===== config.mk =====
export PLATFORM = sky130hd
export DESIGN_NAME = ema_inverse
export DESIGN_NICKNAME = d
export VERILOG_FILES = /design/src/rtl/ema_pkg.sv /design/src/rtl/seq_divider.sv /design/src/rtl/ema_inverse.sv
export SDC_FILE = /design/constraint.sdc
export NUM_CORES = 1
export LEC_CHECK = 0
export BUFFER_PORTS_ARGS = -buffer_cell sky130_fd_sc_hd__buf_2
export CORE_MARGIN = 2
export CORE_UTILIZATION = 50
export DETAILED_ROUTE_END_ITERATION = 8
export PLACE_DENSITY = 0.69
export SLEW_MARGIN = 20
export SYNTH_ARGS = -nofsm -noshare
export SYNTH_HDL_FRONTEND = slang
export SYNTH_SLANG_ARGS = --single-unit

===== constraint.sdc =====
create_clock -name clk -period 7.6 [get_ports clk]
set_clock_uncertainty 0.15 [all_clocks]
set_input_delay 0.76 -clock clk [delete_from_list [all_inputs] [get_ports clk]]
set_output_delay 0.76 -clock clk [all_outputs]
set_load 0.02 [all_outputs]

===== src/rtl/ema_pkg.sv =====
// ============================================================================
// Module      : ema_pkg
// Description : Shared definitions for the EMA inverse filter: FSM state
//               encoding and saturation bounds.
//               Q-format note: alpha is unsigned Q0.(Win-1), and (1 - alpha)
//               is represented as ~alpha in the same format.
// Revision    : 1.0 - initial release
// ============================================================================
`default_nettype none

package ema_pkg;

  // Sequencer states: accept -> multiply -> iterative divide -> publish
  typedef enum logic [1:0] {
    ST_IDLE = 2'd0,
    ST_MULT = 2'd1,
    ST_DIV  = 2'd2,
    ST_DONE = 2'd3
  } ema_state_t;

  // Largest value representable in a w-bit two's complement word
  function automatic longint sat_max(input int w);
    return (longint'(1) <<< (w - 1)) - 1;
  endfunction

  // Smallest value representable in a w-bit two's complement word
  function automatic longint sat_min(input int w);
    return -(longint'(1) <<< (w - 1));
  endfunction

endpackage

`default_nettype wire


===== src/rtl/seq_divider.sv =====
// ============================================================================
// Module      : seq_divider
// Description : Unsigned restoring divider, one quotient bit per cycle,
//               MSB first. A start pulse loads the operands; DW further
//               cycles produce the quotient. 'done' is high during the cycle
//               in which the last iteration is being performed, and
//               'quotient' presents the post-iteration value so the parent
//               can register the final result on that same edge.
// Revision    : 1.0 - initial release
// ============================================================================
`default_nettype none

module seq_divider #(
  parameter int DW = 32,
  parameter int VW = 15
) (
  input  logic          clk,
  input  logic          rst,
  input  logic          start,
  input  logic [DW-1:0] dividend,
  input  logic [VW-1:0] divisor,
  output logic          done,
  output logic [DW-1:0] quotient
);

  localparam int c_cw = $clog2(DW + 1);

  logic [DW-1:0]   r_dq;
  logic [VW-1:0]   r_rem;
  logic [VW-1:0]   r_dvs;
  logic [c_cw-1:0] r_cnt;

  logic [VW:0]     w_shift;
  logic            w_ge;
  logic [VW-1:0]   w_rem_next;
  logic [VW:0]     w_diff;

  // One restoring step: shift in the next dividend bit, subtract if it fits
  always_comb begin
    w_shift    = {r_rem, r_dq[DW-1]};
    w_diff     = w_shift - {1'b0, r_dvs};
    w_ge       = (w_shift >= {1'b0, r_dvs});
    w_rem_next = w_ge ? w_diff[VW-1:0] : w_shift[VW-1:0];
    quotient   = {r_dq[DW-2:0], w_ge};
    done       = (r_cnt == c_cw'(1));
  end

  // Operand load on start, then one iteration per cycle until the count expires
  always_ff @(posedge clk) begin
    if (!rst) begin
      r_dq  <= '0;
      r_rem <= '0;
      r_dvs <= '0;
      r_cnt <= '0;
    end else if (start) begin
      r_dq  <= dividend;
      r_rem <= '0;
      r_dvs <= divisor;
      r_cnt <= c_cw'(DW);
    end else if (r_cnt != '0) begin
      r_dq  <= quotient;
      r_rem <= w_rem_next;
      r_cnt <= r_cnt - c_cw'(1);
    end
  end

endmodule

`default_nettype wire


===== src/rtl/ema_inverse.sv =====
// ============================================================================
// Module      : ema_inverse
// Description : Inverse EMA filter. Reconstructs the raw sample
//               x[n] = (y[n] - (1-a)*y[n-1]) / a from the smoothed stream,
//               using a one-cycle multiply and a sequential divider.
//               Result truncates toward zero and saturates to Wout bits.
// Revision    : 1.0 - initial release
// ============================================================================
`default_nettype none

module ema_inverse
  import ema_pkg::*;
#(
  parameter int Win  = 16,
  parameter int Wout = 16
) (
  input  logic                   clk,
  input  logic                   rst,
  input  logic signed [Win-1:0]  y_i,
  input  logic [Win-2:0]         alpha_i,
  input  logic                   valid_i,
  output logic signed [Wout-1:0] x_o,
  output logic                   busy_o,
  output logic                   valid_o,
  output logic                   div0_o
);

  localparam int c_dw = 2 * Win;

  ema_state_t             r_state;
  logic signed [Win-1:0]  r_y;
  logic signed [Win-1:0]  r_y_last;
  logic [Win-2:0]         r_a;
  logic                   r_sign;

  logic signed [c_dw-1:0] w_d;
  logic [c_dw-1:0]        w_mag;
  logic                   w_start;
  logic                   w_div_done;
  logic [c_dw-1:0]        w_quot;
  logic signed [c_dw-1:0] w_q;
  logic signed [Wout-1:0] w_x_sat;

  // Numerator y*2^(Win-1) - y_last*(1-a); its magnitude feeds the divider
  always_comb begin
    w_d = (c_dw'(r_y) <<< (Win - 1))
        - ($signed(c_dw'(r_y_last)) * $signed(c_dw'({1'b0, ~r_a})));
    w_mag   = w_d[c_dw-1] ? c_dw'(-w_d) : c_dw'(w_d);
    w_start = (r_state == ST_MULT) && (r_a != '0);
  end

  // Restore sign (truncation toward zero) and clamp to the output range
  always_comb begin
    w_q     = r_sign ? -$signed(w_quot) : $signed(w_quot);
    w_x_sat = Wout'(w_q);
    if (longint'(w_q) > sat_max(Wout)) begin
      w_x_sat = {1'b0, {(Wout-1){1'b1}}};
    end else if (longint'(w_q) < sat_min(Wout)) begin
      w_x_sat = {1'b1, {(Wout-1){1'b0}}};
    end
  end

  seq_divider #(
    .DW (c_dw),
    .VW (Win - 1)
  ) u_div (
    .clk      (clk),
    .rst      (rst),
    .start    (w_start),
    .dividend (w_mag),
    .divisor  (r_a),
    .done     (w_div_done),
    .quotient (w_quot)
  );

  // Sequencer with registered outputs; reset discards any division in flight
  always_ff @(posedge clk) begin
    if (!rst) begin
      r_state  <= ST_IDLE;
      r_y      <= '0;
      r_y_last <= '0;
      r_a      <= '0;
      r_sign   <= 1'b0;
      x_o      <= '0;
      busy_o   <= 1'b0;
      valid_o  <= 1'b0;
      div0_o   <= 1'b0;
    end else begin
      valid_o <= 1'b0;
      case (r_state)
        ST_IDLE: begin
          if (valid_i) begin
            r_y     <= y_i;
            r_a     <= alpha_i;
            busy_o  <= 1'b1;
            r_state <= ST_MULT;
          end
        end
        ST_MULT: begin
          r_sign <= w_d[c_dw-1];
          if (r_a == '0) begin
            x_o     <= '0;
            div0_o  <= 1'b1;
            valid_o <= 1'b1;
            r_state <= ST_DONE;
          end else begin
            r_state <= ST_DIV;
          end
        end
        ST_DIV: begin
          if (w_div_done) begin
            x_o     <= w_x_sat;
            valid_o <= 1'b1;
            r_state <= ST_DONE;
          end
        end
        ST_DONE: begin
          r_y_last <= r_y;
          busy_o   <= 1'b0;
          div0_o   <= 1'b0;
          r_state  <= ST_IDLE;
        end
        default: r_state <= ST_IDLE;
      endcase
    end
  end

endmodule

`default_nettype wire


## Word-level counts from Yosys, hierarchy flattened

Cells that the tools add are included.

| storage, ports and cells | value |
|---|---|
| logic and storage cells | 70 |
| flip-flop bits (word level) | 137 |

| cells by class | value |
|---|---|
| multipliers | 1 |
| add/subtract/negate cells | 5 |
| bitwise gates (word level) | 2 |
| order comparisons | 3 |
| equal/unequal tests | 7 |
| muxes and demuxes | 23 |
| reduce and logical (&&, ||, !) cells | 15 |

Operators with widths:

| operator | number |
|---|---|
| 32-bit 2-to-1 mux | 4 |
| 16-bit 2-to-1 mux | 4 |
| 32-bit negation | 2 |
| 32-bit by 16-bit > comparator with 1-bit output, second input constant | 1 |
| 32-bit by 16-bit < comparator with 1-bit output, second input constant | 1 |
| 16-bit by 16-bit multiplier with 32-bit output | 1 |
| 16-bit one-hot mux with 2 select lines | 1 |
| 31-bit by 32-bit subtractor with 32-bit output | 1 |
| 16-bit by 15-bit >= comparator with 1-bit output | 1 |
| 15-bit zero test | 1 |
| 15-bit 2-to-1 mux | 1 |
| 15-bit inverter | 1 |
| 15-bit nonzero test | 1 |
| 15-bit subtractor | 1 |
| 6-bit 2-to-1 mux | 2 |
| 2-bit one-hot mux with 4 select lines | 1 |
| 2-bit AND reduction | 4 |
| 2-bit nonzero test | 4 |
| 6-bit by 1-bit equality test with 1-bit output, second input constant | 1 |
| 1-bit one-hot mux with 2 select lines | 3 |
| 6-bit nonzero test | 1 |
| 6-bit by 1-bit subtractor with 6-bit output, second input constant | 1 |
| 1-bit 2-to-1 mux | 5 |
| 2-bit equality test, second input constant | 2 |
| other kinds (9) | 11 |

## Logic depth before layout (Yosys ltp)

| logic depth | value |
|---|---|
| depth in word-level cells | 8 |
| gate-level depth with buffers | 28 |

## Modules after synthesis

From an unflattened synthesis, not the netlist that was laid out.

| second synthesis, totals | value |
|---|---|
| cell total of the unflattened synthesis | 2385 |
| area, all modules | 19725.2 µm² |

By module, submodules not included:

| module | area an instance (µm²) | instances | seq. area each (µm²) | cells each |
|---|---|---|---|---|
| ema_inverse | 15636.2 | 1 | 1381.3 | 1867 |
| seq_divider | 4088.9 | 1 | 1361.3 | 518 |

## Least setup slack after synthesis

No wires, ideal clock.

| timing path | value |
|---|---|
| kind | register to register |
| start point | reg r_a[6] |
| end point | reg u_div.r_dq[30] |
| path slack | 0.233 ns |
| arrival | 7.085 ns |
| path buffers | 4 |
| cell stages (with the launch flop) | 27 |
| period minus slack after synthesis | 7.367 ns |
| cell sequence | dfxtp_1 clkbuf_1 clkbuf_1 nand2b_1 fa_1 inv_1 fa_1 fa_1 inv_1 fa_1 fa_1 inv_1 fa_1 inv_1 ha_1 clkbuf_2 a21o_1 a31o_4 a21bo_1 or3_1 a222oi_1 nand2_1 or4_1 buf_2 or3_1 a221oi_2 o211ai_1 |

| on the way | value |
|---|---|
| word-level cells in the longest chain between the ends | 6 |
| elaborated cells between the ends (all ways) | 9 |

RTL lines:

| element | line | text |
|---|---|---|
| from (decl) | ema_inverse.sv:33 | `logic [Win-2:0] r_a;` |
| from (signal assigned) | ema_inverse.sv:94 | `r_a <= alpha_i;` |
| 15-bit inverter | ema_inverse.sv:47 | `- ($signed(c_dw'(r_y_last)) * $signed(c_dw'({1'b0, ~r_a})));` |
| 16-bit by 16-bit multiplier with 32-bit output | ema_inverse.sv:47 |  |
| 31-bit by 32-bit subtractor with 32-bit output | ema_inverse.sv:47 |  |
| 32-bit negation | ema_inverse.sv:48 | `w_mag = w_d[c_dw-1] ? c_dw'(-w_d) : c_dw'(w_d);` |
| 32-bit 2-to-1 mux | ema_inverse.sv:48 |  |
| 32-bit 2-to-1 mux | seq_divider.sv:55 | `end else if (start) begin` |
| to (signal assigned) | seq_divider.sv:56 | `r_dq <= dividend;` |
| to (signal assigned) | seq_divider.sv:61 | `r_dq <= quotient;` |
| to (decl) | seq_divider.sv:28 | `logic [DW-1:0] r_dq;` |

Parallel ways exist; a longest one is shown, timed or not.
A chain may end at the register's enable or synchronous reset.

## Worst setup path after layout

| timing path | value |
|---|---|
| start point | reg r_a[3] |
| end point | reg u_div.r_dq[28] |

The elaborated chain is that of the path after synthesis.

==> Flow_metrics.wiki <==
{| class="wikitable"
! Metric !! Value
|-
| CP arrival || 7.54 ns
|-
| Adder-Cell Fraction of Synth Area || 0.3602
|-
| Chip width || 200.2 µm
|-
| Max_slew headroom || 0.2791
|-
| Worst Path Max Fanout || 8
|-
| Post-Syn Instances || 2328
|-
| Xor/xnor cell area share of the yosys netlist || 0.03368
|-
| Placeable core region || 37760 µm²
|-
| Overall fraction of global-route tracks in use || 0.2604
|-
| Largest net degree at the start of global routing || 65
|-
| Utilization after layout || 0.5532
|-
| Sum of net half-perimeters after detailed placement || 39.92 mm
|-
| Placed standard-cell area || 20180 µm²
|-
| TritonCTS clock tree || built
|-
| Remaining antenna violation count || 0
|-
| Global Route met1 Usage || 0.3295
|-
| Total clock buffers created by CTS || 17
|-
| Clock-pin slew on the worst setup and hold paths || 0.07 ns
|-
| Number of distinct library cell variants in the gate-level netlist after synthesis || 82
|-
| Height of the die || 200.2 µm
|-
| Final hold violation count || 0
|-
| H-tree levels || 4
|-
| Commonest register cell after synthesis || sky130_fd_sc_hd__dfxtp_1
|-
| Floorplan die area || 40080 µm²
|-
| CP required || 7.81 ns
|-
| Number of DRC markers after the initial detailed-route iteration || 1117
|-
| Fin crit period || 7.335 ns
|-
| Clock insertion delay at the later pin of the skew report || 0.47 ns
|-
| Most frequent standard cell in the layout excluding fill and tap cells || sky130_fd_sc_hd__inv_1
|-
| Yosys synthesis warning count || 0
|-
| Number of global-route vias before repair || 16360
|-
| Root cell of the clock tree || sky130_fd_sc_hd__clkbuf_16
|-
| Router iterations before antenna repair || 5
|-
| Final setup violating endpoints || 0
|-
| Synth Area in Compound Gates || 0.1214
|-
| Met3 usage in global routing || 0.04133
|-
| Nature of the critical path endpoint || flop
|-
| Number of buffers inserted for hold repair after clock tree synthesis || 0
|-
| Detailed-route wire length || 50.22 mm
|-
| Area of the mapped netlist || 19250 µm²
|-
| Number of synthesized flops with an enable pin || 0
|-
| Design area || 20890 µm²
|-
| Critical path launch point type || flop
|-
| Clk sink count || 137
|-
| Final weighted congestion in routability-driven placement || 0.9083
|-
| Number of antenna diodes || 0
|-
| Placement Rows || 71
|-
| Flops & latches, synth || 137
|-
| Most heavily used metal layer in global routing || met2
|-
| Effective utilization at floorplan || 0.5098
|-
| Global route overflow || 0
|-
| # DRC || 0
|-
| Highest-count cells in the layout ignoring fill and taps || 436 x sky130_fd_sc_hd__inv_1, 269 x sky130_fd_sc_hd__fa_1, 254 x sky130_fd_sc_hd__nand2_1
|-
| Final hold slack || 0.3056 ns
|-
| Wire length of the first global-routing pass || 83.44 mm
|-
| Transition time of the tightest slew-check pin || 1.079 ns
|-
| Signed area change from the synthesized netlist to the final layout || 8.529%
|-
| Largest family of logic cells by synthesized area || adder cells
|-
| Synth Net Count || 2754
|-
| Fraction of synthesized area in multiplexers || 0.01697
|-
| Final Slew Violations || 0
|-
| Fraction of registers with async set/reset || 0
|-
| WL/cell || 17.46 µm
|-
| Initial antenna violation count || 1
|-
| Quantity of I/O buffers inserted on ports || 52
|-
| Maximum buffer depth of the clock tree || 2
|-
| Worst min path class || flop to flop
|-
| Average instance area after synthesis || 8.267 µm²
|-
| Tcrit/Tclk final || 0.9651
|-
| Global-route track usage on met2 || 0.4449
|-
| Number of filler cells placed in the layout || 3438
|-
| Share of post-route cells with drive strength above 1 || 0.09049
|-
| Fraction of the yosys area taken by sequential cells || 0.1425
|-
| Result of the run || finished, final reports clean
|-
| Fraction of the mapped netlist area in simple logic gates || 0.2166
|-
| Vias || 15740
|-
| Net count of the finished layout || 2779
|-
| Number of max-cap violations || 0
|-
| Classification of the worst setup path || flop to flop
|-
| Peak Freq || 136.3 MHz
|-
| Via/cell ratio || 5.471
|-
| I/O Pins || 53
|}
==> path summary, 6_finish.rpt <==
kind                                 from                            to  slack (ns)  cells after the start
max reg2reg           r_a[3]$_SDFFE_PN0P_   u_div.r_dq[28]$_SDFFE_PN0P_        0.27                     23
max                   r_a[3]$_SDFFE_PN0P_   u_div.r_dq[28]$_SDFFE_PN0P_        0.27                     23
min reg2reg  u_div.r_dvs[11]$_SDFFE_PN0P_  u_div.r_dvs[11]$_SDFFE_PN0P_        0.31                      2
min          u_div.r_dvs[11]$_SDFFE_PN0P_  u_div.r_dvs[11]$_SDFFE_PN0P_        0.31                      2
==> critical path: stages, from the launching register on <==
cell and delay (ns):
sky130_fd_sc_hd__dfxtp_1 0.55, sky130_fd_sc_hd__buf_4 0.26, sky130_fd_sc_hd__nor2b_1 0.08, sky130_fd_sc_hd__fa_1 0.48, sky130_fd_sc_hd__fa_1 0.51, sky130_fd_sc_hd__ha_1 0.15, sky130_fd_sc_hd__inv_1 0.06, sky130_fd_sc_hd__fa_1 0.48
sky130_fd_sc_hd__fa_1 0.49, sky130_fd_sc_hd__inv_1 0.05, sky130_fd_sc_hd__fa_1 0.53, sky130_fd_sc_hd__inv_1 0.04, sky130_fd_sc_hd__ha_1 0.33, sky130_fd_sc_hd__a21oi_1 0.33, sky130_fd_sc_hd__o211ai_1 0.24, sky130_fd_sc_hd__and3b_1 0.27
sky130_fd_sc_hd__or3_1 0.34, sky130_fd_sc_hd__a222oi_1 0.27, sky130_fd_sc_hd__buf_4 0.18, sky130_fd_sc_hd__nand2_1 0.07, sky130_fd_sc_hd__or4_4 0.54, sky130_fd_sc_hd__nor3_1 0.32, sky130_fd_sc_hd__a21oi_1 0.12, sky130_fd_sc_hd__or3_1 0.36
==> area by class of cell <==
type                            count  area, µm²  area share
Sequential cell                   137       2753      0.1318
Multi-Input combinational cell   1640      14510      0.6947
Inverter                          438       1644     0.07871
Tap cell                          511      639.4     0.03061
Clock buffer                       17      425.4     0.02037
Clock inverter                     14      140.1    0.006709
Timing Repair Buffer              119      775.7     0.03714
==> per-stage QoR <==
| stage | std cells | setup WS [ns] | TNS, ns |
|---|---|---|---|
| floorplan | 2328 | 0.2325 | 0 |
| global placement | 2839 | 0.1730 | 0 |
| detailed placement | 2839 | 0.06627 | 0 |
| CTS | 2870 | 0.05866 | 0 |
| global route | 2876 | -0.01142 | -0.01302 |
| finish | 2876 | 0.2654 | 0 |
==> Yosys cell counts (28+ instances only) <==
| master | n | area [µm²] |
|---|---|---|
| sky130_fd_sc_hd__fa_1 | 270 | 5405 |
| sky130_fd_sc_hd__nand3_1 | 43 | 215.2 |
| sky130_fd_sc_hd__nor2_1 | 79 | 296.5 |
| sky130_fd_sc_hd__xor2_1 | 36 | 315.3 |
| sky130_fd_sc_hd__nor2b_1 | 160 | 1001 |
| sky130_fd_sc_hd__nand2_1 | 254 | 953.4 |
| sky130_fd_sc_hd__clkbuf_1 | 96 | 360.4 |
| sky130_fd_sc_hd__dfxtp_1 | 137 | 2743 |
| sky130_fd_sc_hd__o21ai_0 | 53 | 265.3 |
| sky130_fd_sc_hd__ha_1 | 122 | 1526 |
| sky130_fd_sc_hd__inv_1 | 436 | 1637 |
| sky130_fd_sc_hd__xnor2_1 | 38 | 332.8 |
| sky130_fd_sc_hd__a21oi_1 | 97 | 485.5 |
| sky130_fd_sc_hd__a211oi_1 | 28 | 210.2 |
| sky130_fd_sc_hd__nand2b_1 | 103 | 644.4 |
| sky130_fd_sc_hd__nor3_1 | 34 | 170.2 |
==> kinds of logic (layout without fill, tap and decap cells) <==
kind of cell	after synthesis	count (layout)
AOI/OAI and AO/OA	341	341
xor gates and xnor gates	74	74
and+or+nand+nor	801	801
adders and majority gates	392	392
buffers and inverters	551	588
muxes	32	32
DFF	137	137
==> registers in the layout (all words and copies together) (netlist names) <==
signal and cells:
x_o 16, r_sign 1, u_div.r_dvs 15, busy_o 1
r_y_last 16, div0_o 1, u_div.r_cnt 6, r_y 16
valid_o 1, r_state 2, u_div.r_rem 15, r_a 15
u_div.r_dq 32
==> layer usage <==
layer / up-vias / part of all wire
met5: - / 0
met4: 0 / 0.035
met3: 91 / 0.047
met2: 417 / 0.49
met1: 7758 / 0.43
li1: 7469 / -
==> what timing repair did <==
item,4_1_cts,5_1_grt
setup buffers,0,6
endpoints found under the setup margin,0,31
resized for setup,0,30
Power is not shown: default switching activity piles up to over one toggle a cycle in this logic, so the estimate is an artifact.
